**src/rtl/sipo_deserializer_pkg.sv**
```systemverilog
`default_nettype none
// ============================================================================
// Module      : sipo_pkg
// Description : Shared types and sizing helpers for the serial-in,
//               parallel-out deserializer.
//               Build option SIPO_PARITY_EN adds a trailing even-parity bit
//               to every frame.
// Revision    : 1.0 - initial release
// ============================================================================
package sipo_pkg;

  // Assembly FSM: FILL collects bits, HOLD parks a finished word while the
  // output slot is still occupied.
  typedef enum logic [0:0] {
    FILL = 1'b0,
    HOLD = 1'b1
  } sipo_state_e;

`ifdef SIPO_PARITY_EN
  localparam bit c_PARITY_EN = 1'b1;
`else
  localparam bit c_PARITY_EN = 1'b0;
`endif

  // Width of the bit counter for a given data width.
  function automatic int cnt_width(input int width);
    return $clog2(width + 1);
  endfunction

  // Serial bits per frame: the data bits, plus the parity bit when enabled.
  function automatic int frame_len(input int width);
    return c_PARITY_EN ? (width + 1) : width;
  endfunction

endpackage
`default_nettype wire

```
**src/rtl/sipo_deserializer_if.sv**
```systemverilog
`default_nettype none
// ============================================================================
// Module      : sipo_if
// Description : Serial input and parallel output handshake bundle of the
//               deserializer. The slave modport is the deserializer side.
//               Build option SIPO_PARITY_EN adds pout_perr.
// Revision    : 1.0 - initial release
// ============================================================================
interface sipo_if #(
  parameter int WIDTH = 4
) ();

  logic             clr;
  logic             sin;
  logic             sin_valid;
  logic             sin_ready;
  logic [WIDTH-1:0] pout;
  logic             pout_valid;
  logic             pout_ready;
`ifdef SIPO_PARITY_EN
  logic             pout_perr;
`endif

`ifdef SIPO_PARITY_EN
  modport master (
    output clr, sin, sin_valid, pout_ready,
    input  sin_ready, pout, pout_valid, pout_perr
  );
  modport slave (
    input  clr, sin, sin_valid, pout_ready,
    output sin_ready, pout, pout_valid, pout_perr
  );
`else
  modport master (
    output clr, sin, sin_valid, pout_ready,
    input  sin_ready, pout, pout_valid
  );
  modport slave (
    input  clr, sin, sin_valid, pout_ready,
    output sin_ready, pout, pout_valid
  );
`endif

endinterface
`default_nettype wire

```
**src/rtl/sipo_deserializer_out_slot.sv**
```systemverilog
`default_nettype none
// ============================================================================
// Module      : sipo_out_slot
// Description : One-word output register with valid flag. A load always
//               wins over a consume; the word stays stable until consumed.
// Revision    : 1.0 - initial release
// ============================================================================
module sipo_out_slot #(
  parameter int WIDTH = 4
) (
  input  wire logic             clk,
  input  wire logic             rst_n,
  input  wire logic             load,
  input  wire logic [WIDTH-1:0] load_data,
  input  wire logic             consume,
  output logic      [WIDTH-1:0] pout,
  output logic                  pout_valid
);

  logic [WIDTH-1:0] r_pout;
  logic             r_valid;

  // Slot register: load a new word, or drop the valid flag once consumed.
  always_ff @(posedge clk or negedge rst_n) begin
    if (!rst_n) begin
      r_pout  <= '0;
      r_valid <= 1'b0;
    end else if (load) begin
      r_pout  <= load_data;
      r_valid <= 1'b1;
    end else if (consume) begin
      r_valid <= 1'b0;
    end
  end

  assign pout       = r_pout;
  assign pout_valid = r_valid;

endmodule
`default_nettype wire

```
**src/rtl/sipo_deserializer.sv**
```systemverilog
`default_nettype none
// ============================================================================
// Module      : sipo_deserializer
// Description : Assembles WIDTH-bit words from a serial stream and hands
//               them out through a valid/ready slot. A HOLD state parks one
//               finished word during downstream stalls and back-pressures
//               the serial side instead of dropping bits.
//               Build option SIPO_PARITY_EN: each frame carries a trailing
//               even-parity bit, checked into pout_perr.
// Revision    : 1.0 - initial release
// ============================================================================
module sipo_deserializer
  import sipo_pkg::*;
#(
  parameter int WIDTH     = 4,
  parameter bit MSB_FIRST = 1'b1
) (
  input wire logic clk,
  input wire logic rst_n,
  sipo_if.slave    bus
);

  localparam int              c_CW     = cnt_width(WIDTH);
  localparam logic [c_CW-1:0] c_LAST   = c_CW'(frame_len(WIDTH) - 1);
  localparam int              c_SLOT_W = WIDTH + (c_PARITY_EN ? 1 : 0);

  sipo_state_e       r_state;
  logic [c_CW-1:0]   r_cnt;
  logic [WIDTH-1:0]  r_sr;

  logic [WIDTH-1:0]  w_shifted;
  logic [WIDTH-1:0]  w_word;
  logic              w_accept;
  logic              w_complete;
  logic              w_consume;
  logic              w_slot_free;
  logic              w_load;
  logic [c_SLOT_W-1:0] w_load_data;
  logic [c_SLOT_W-1:0] w_slot_q;
  logic              w_slot_valid;

`ifdef SIPO_PARITY_EN
  logic              r_hold_perr;
  logic              w_perr;
`endif

  // Shift direction decides which end of pout the first serial bit reaches.
  generate
    if (MSB_FIRST) begin : g_msb_first
      assign w_shifted = {r_sr[WIDTH-2:0], bus.sin};
    end else begin : g_lsb_first
      assign w_shifted = {bus.sin, r_sr[WIDTH-1:1]};
    end
  endgenerate

`ifdef SIPO_PARITY_EN
  // The completing bit is the parity bit: data is already complete in sr.
  assign w_word = r_sr;
  assign w_perr = (^r_sr) ^ bus.sin;
`else
  assign w_word = w_shifted;
`endif

  assign bus.sin_ready = (r_state == FILL);
  assign w_accept      = bus.sin_valid && (r_state == FILL);
  assign w_complete    = w_accept && (r_cnt == c_LAST);
  assign w_consume     = w_slot_valid && bus.pout_ready;
  assign w_slot_free   = !w_slot_valid || bus.pout_ready;

  // A clear suppresses both a fresh completion and the release of a held word.
  assign w_load = !bus.clr &&
                  ((w_complete && w_slot_free) || ((r_state == HOLD) && w_consume));

`ifdef SIPO_PARITY_EN
  assign w_load_data = (r_state == HOLD) ? {r_hold_perr, r_sr} : {w_perr, w_word};
`else
  assign w_load_data = (r_state == HOLD) ? r_sr : w_word;
`endif

  // Assembly FSM: shift and count bits, park a finished word when the slot is busy.
  always_ff @(posedge clk or negedge rst_n) begin
    if (!rst_n) begin
      r_state     <= FILL;
      r_cnt       <= '0;
      r_sr        <= '0;
`ifdef SIPO_PARITY_EN
      r_hold_perr <= 1'b0;
`endif
    end else if (bus.clr) begin
      r_state     <= FILL;
      r_cnt       <= '0;
      r_sr        <= '0;
`ifdef SIPO_PARITY_EN
      r_hold_perr <= 1'b0;
`endif
    end else begin
      case (r_state)
        FILL: begin
          if (w_accept) begin
            if (w_complete) begin
              r_cnt <= '0;
              r_sr  <= w_word;
              if (!w_slot_free) begin
                r_state     <= HOLD;
`ifdef SIPO_PARITY_EN
                r_hold_perr <= w_perr;
`endif
              end
            end else begin
              r_sr  <= w_shifted;
              r_cnt <= r_cnt + c_CW'(1);
            end
          end
        end
        HOLD: begin
          if (w_consume) begin
            r_state <= FILL;
            r_cnt   <= '0;
          end
        end
        default: r_state <= FILL;
      endcase
    end
  end

  sipo_out_slot #(
    .WIDTH (c_SLOT_W)
  ) u_out_slot (
    .clk        (clk),
    .rst_n      (rst_n),
    .load       (w_load),
    .load_data  (w_load_data),
    .consume    (w_consume),
    .pout       (w_slot_q),
    .pout_valid (w_slot_valid)
  );

  assign bus.pout       = w_slot_q[WIDTH-1:0];
  assign bus.pout_valid = w_slot_valid;
`ifdef SIPO_PARITY_EN
  assign bus.pout_perr  = w_slot_q[WIDTH];
`endif

endmodule
`default_nettype wire

```
**src/flat_wrapper.sv**
```systemverilog
// flat-port wrapper written by rule: the top's interface ports become plain ports
module sipo_deserializer_flat import sipo_pkg::*;
#(
  parameter int WIDTH     = 4,
  parameter bit MSB_FIRST = 1'b1
)
  (clk, rst_n, bus_clr, bus_sin, bus_sin_valid, bus_pout_ready, bus_sin_ready, bus_pout, bus_pout_valid);
  sipo_if #(.WIDTH(WIDTH)) bus_i ();
  input wire logic clk;
  input wire logic rst_n;
  input wire logic [$bits(bus_i.clr)-1:0] bus_clr;
  input wire logic [$bits(bus_i.sin)-1:0] bus_sin;
  input wire logic [$bits(bus_i.sin_valid)-1:0] bus_sin_valid;
  input wire logic [$bits(bus_i.pout_ready)-1:0] bus_pout_ready;
  output wire logic [$bits(bus_i.sin_ready)-1:0] bus_sin_ready;
  output wire logic [$bits(bus_i.pout)-1:0] bus_pout;
  output wire logic [$bits(bus_i.pout_valid)-1:0] bus_pout_valid;
  assign bus_i.clr = bus_clr;
  assign bus_i.sin = bus_sin;
  assign bus_i.sin_valid = bus_sin_valid;
  assign bus_i.pout_ready = bus_pout_ready;
  assign bus_sin_ready = bus_i.sin_ready;
  assign bus_pout = bus_i.pout;
  assign bus_pout_valid = bus_i.pout_valid;
  sipo_deserializer #(.WIDTH(WIDTH), .MSB_FIRST(MSB_FIRST)) u_core (.clk(clk), .rst_n(rst_n), .bus(bus_i));
endmodule
```
**config.mk**
```make
export PLATFORM = sky130hd
export DESIGN_NAME = sipo_deserializer_flat
export DESIGN_NICKNAME = d
export VERILOG_FILES = /design/src/rtl/sipo_deserializer_pkg.sv /design/src/rtl/sipo_deserializer_if.sv /design/src/rtl/sipo_deserializer_out_slot.sv /design/src/rtl/sipo_deserializer.sv /design/src/flat_wrapper.sv
export SDC_FILE = /design/constraint.sdc
export NUM_CORES = 1
export LEC_CHECK = 0
export ABC_AREA = 1
export ABC_CLOCK_PERIOD_IN_PS = 2260
export CORE_UTILIZATION = 53
export DETAILED_ROUTE_END_ITERATION = 7
export PLACE_DENSITY = 0.89
export SYNTH_ARGS = -nofsm -noshare
export SYNTH_HDL_FRONTEND = slang
export SYNTH_SLANG_ARGS = --single-unit
```
**constraint.sdc**
```tcl
create_clock -name clk -period 2.26 [get_ports clk]
set_clock_uncertainty 0.1 [all_clocks]
set_input_delay 0.226 -clock clk [delete_from_list [all_inputs] [get_ports clk]]
set_output_delay 0.226 -clock clk [all_outputs]
set_load 0.005 [all_outputs]
```
==> impl_metrics.json <==
{
  "syn_nets": 92,
  "cp.required_ps": 1930,
  "start_util_pct": 60.6,
  "finalCritPeriodShare_pct": 83.1,
  "numCtsBuffers": 3,
  "cts_setup_buffers": 0,
  "placement.io_buffers": 11,
  "drc": 0,
  "tightest_slew_ps": 557,
  "synth_top_area_share_pct": 45.9,
  "ff2ff_setup_slack_ps": 910,
  "tns_ps": 0,
  "finalHoldViolations": 0,
  "cts_buffer_depth": 2,
  "antenna_left": 0,
  "clkSinkCount": 13,
  "rsz0062_at_grt": "no",
  "drive_gt1_share_pct": 12.1,
  "num_rows": 12,
  "path_clk_slew_ps": 70,
  "ys_warn_count": 0,
  "htreeDepth": 1,
  "first_global_vias": 592,
  "max_slew_margin_pct": 62.8,
  "fmax_mhz": 533,
  "cp-end-kind": "output port",
  "track_usage_pct": 22.0,
  "dp_hpwl_mm": 1.05,
  "vias": 587,
  "gp_congestion": 0.849,
  "cts_root_buf": "clkbuf_4",
  "dp_slack_ps": 697,
  "synth_top_area_cell": "dfrtp_1",
  "clock_latency_ps": 270,
  "placedCellCount": 109,
  "power_density_mw_per_mm2": 691,
  "routedWlPerCell_um": 11.8,
  "routed_wl_mm": 1.34,
  "via_per_inst": 5.19,
  "layout_commonest_cell": "nand2_1",
  "seq_area_frac_synth_pct": 45.9,
  "ios": 12,
  "grt_pass1_wl_mm": 2.19,
  "postCtsResizedCells": 0,
  "p_total_w": 0.000589,
  "gr-total-overflow": 0,
  "status": "finished clean",
  "crit_arrival_ps": 1550,
  "whs_ps": 215,
  "ir_drop_mv": 0.459,
  "antenna_cells": 0,
  "crit_path_start_kind": "flop",
  "cts_tree": "yes",
  "crit_fanout": 10,
  "drt-initial-drc-count": 14,
  "first_pass_iters": 4,
  "finalNonFillerCells": 113,
  "finalSetupViolCount": 0,
  "crit_type": "flop to output port",
  "fin_crit_ps": 1880,
  "layout_common_cells": "nand2_1, inv_1, dfrtp_1, nand3_1, clkdlybuf4s50_1",
  "syn_inst": 85,
  "syn_area_um2": 709,
  "grt_max_degree": 14,
  "setup_ws_ps": 383,
  "ctsHoldBuffers": 0,
  "p_leak_nw": 0.422,
  "hold_path_class": "input port to async pin",
  "syn_to_final_growth_pct": 20.1,
  "ys_ff_latch": 13,
  "synthTopCellsByArea": "dfrtp_1, nand2_1, nand3_1",
  "slew_violations": 0,
  "die-area_mm2": 0.00149,
  "layout.nets": 107,
  "die_h_um": 38.6,
  "core_area_mm2": 0.00117,
  "grt_antenna_before_repair": 0,
  "cap_violations": 0,
  "die_w_um": 38.6,
  "synth.distinct_cells": 15,
  "syn-mean-instance-area_um2": 8.35
}
==> power breakdown <==
part           total [W]  switching, W  internal [W]
clock           0.000137     0.0000688     0.0000683
combinational   0.000157     0.0000796     0.0000776
sequential      0.000294     0.0000252      0.000269
total           0.000589      0.000174      0.000415
==> logic make-up after synthesis <==
kind of cell             synth area share [%]
buffers and inverters                    8.99
AO/OA/AOI/OAI                            7.76
adder cells (fa/ha/maj)                  1.76
AND/OR/NAND/NOR                          35.6
flip-flops                               45.9
==> path summary, 6_finish.rpt <==
| path | startpoint | endpoint | cells after the start |
|---|---|---|---|
| setup / recovery | u_core.r_state | bus_sin_ready | 2 |
| hold / removal | rst_n | u_core.r_cnt[2] | 1 |
| setup reg to reg | u_core.r_state | u_core.u_out_slot.pout[0] | 4 |
| hold reg to reg | u_core.u_out_slot.pout[2] | u_core.u_out_slot.pout[2] | 2 |
| max in group asynchronous | rst_n | u_core.r_state | 1 |
| min in group clk | u_core.u_out_slot.pout[2] | u_core.u_out_slot.pout[2] | 2 |
==> sequential cells by signal, indices dropped and copies added, names as in the netlist <==
name,count
u_core.r_cnt,3
u_core.r_sr,4
u_core.r_state,1
u_core.u_out_slot.pout,4
u_core.u_out_slot.pout_valid,1
==> critical path, cell delays in order, from the launching register on <==
cell,delay [ps]
dfrtp_1,610
inv_1,190
clkdlybuf4s50_1,480
==> cell type report <==
class                      count  area (um^2)
clock buffer                   4         26.3
timing repair buffer          11          110
multi-input combinational     57          320
fill                          89          319
tap                           14         17.5
sequential                    13          325
inverter                      14         52.6
==> synth_stat cells, drive strengths merged <==
cell   instances
nand2         26
inv           14
dfrtp         13
nand3         11
o21ai         10
nor2           7
a21oi          1
buf            1
ha             1
nand4          1
==> per-layer routing <==
metal | part of all wire, % | GRT usage [%] | vias to the layer above
met5 | 0 | 0 | -
met4 | 2.2 | 13.8 | 0
met3 | 3.4 | 2.89 | 4
met2 | 49 | 38.3 | 11
met1 | 45 | 24.9 | 274
li1 | - | - | 298
==> metrics by stage <==
stage | util [%] | instance area (um^2)
floorplan | - | 709
global placement | 70.5 | 826
detailed placement | 70.5 | 826
CTS | 72.8 | 852
global route | 72.8 | 852
finish | 72.8 | 852
(Power assumes the default switching activity.)
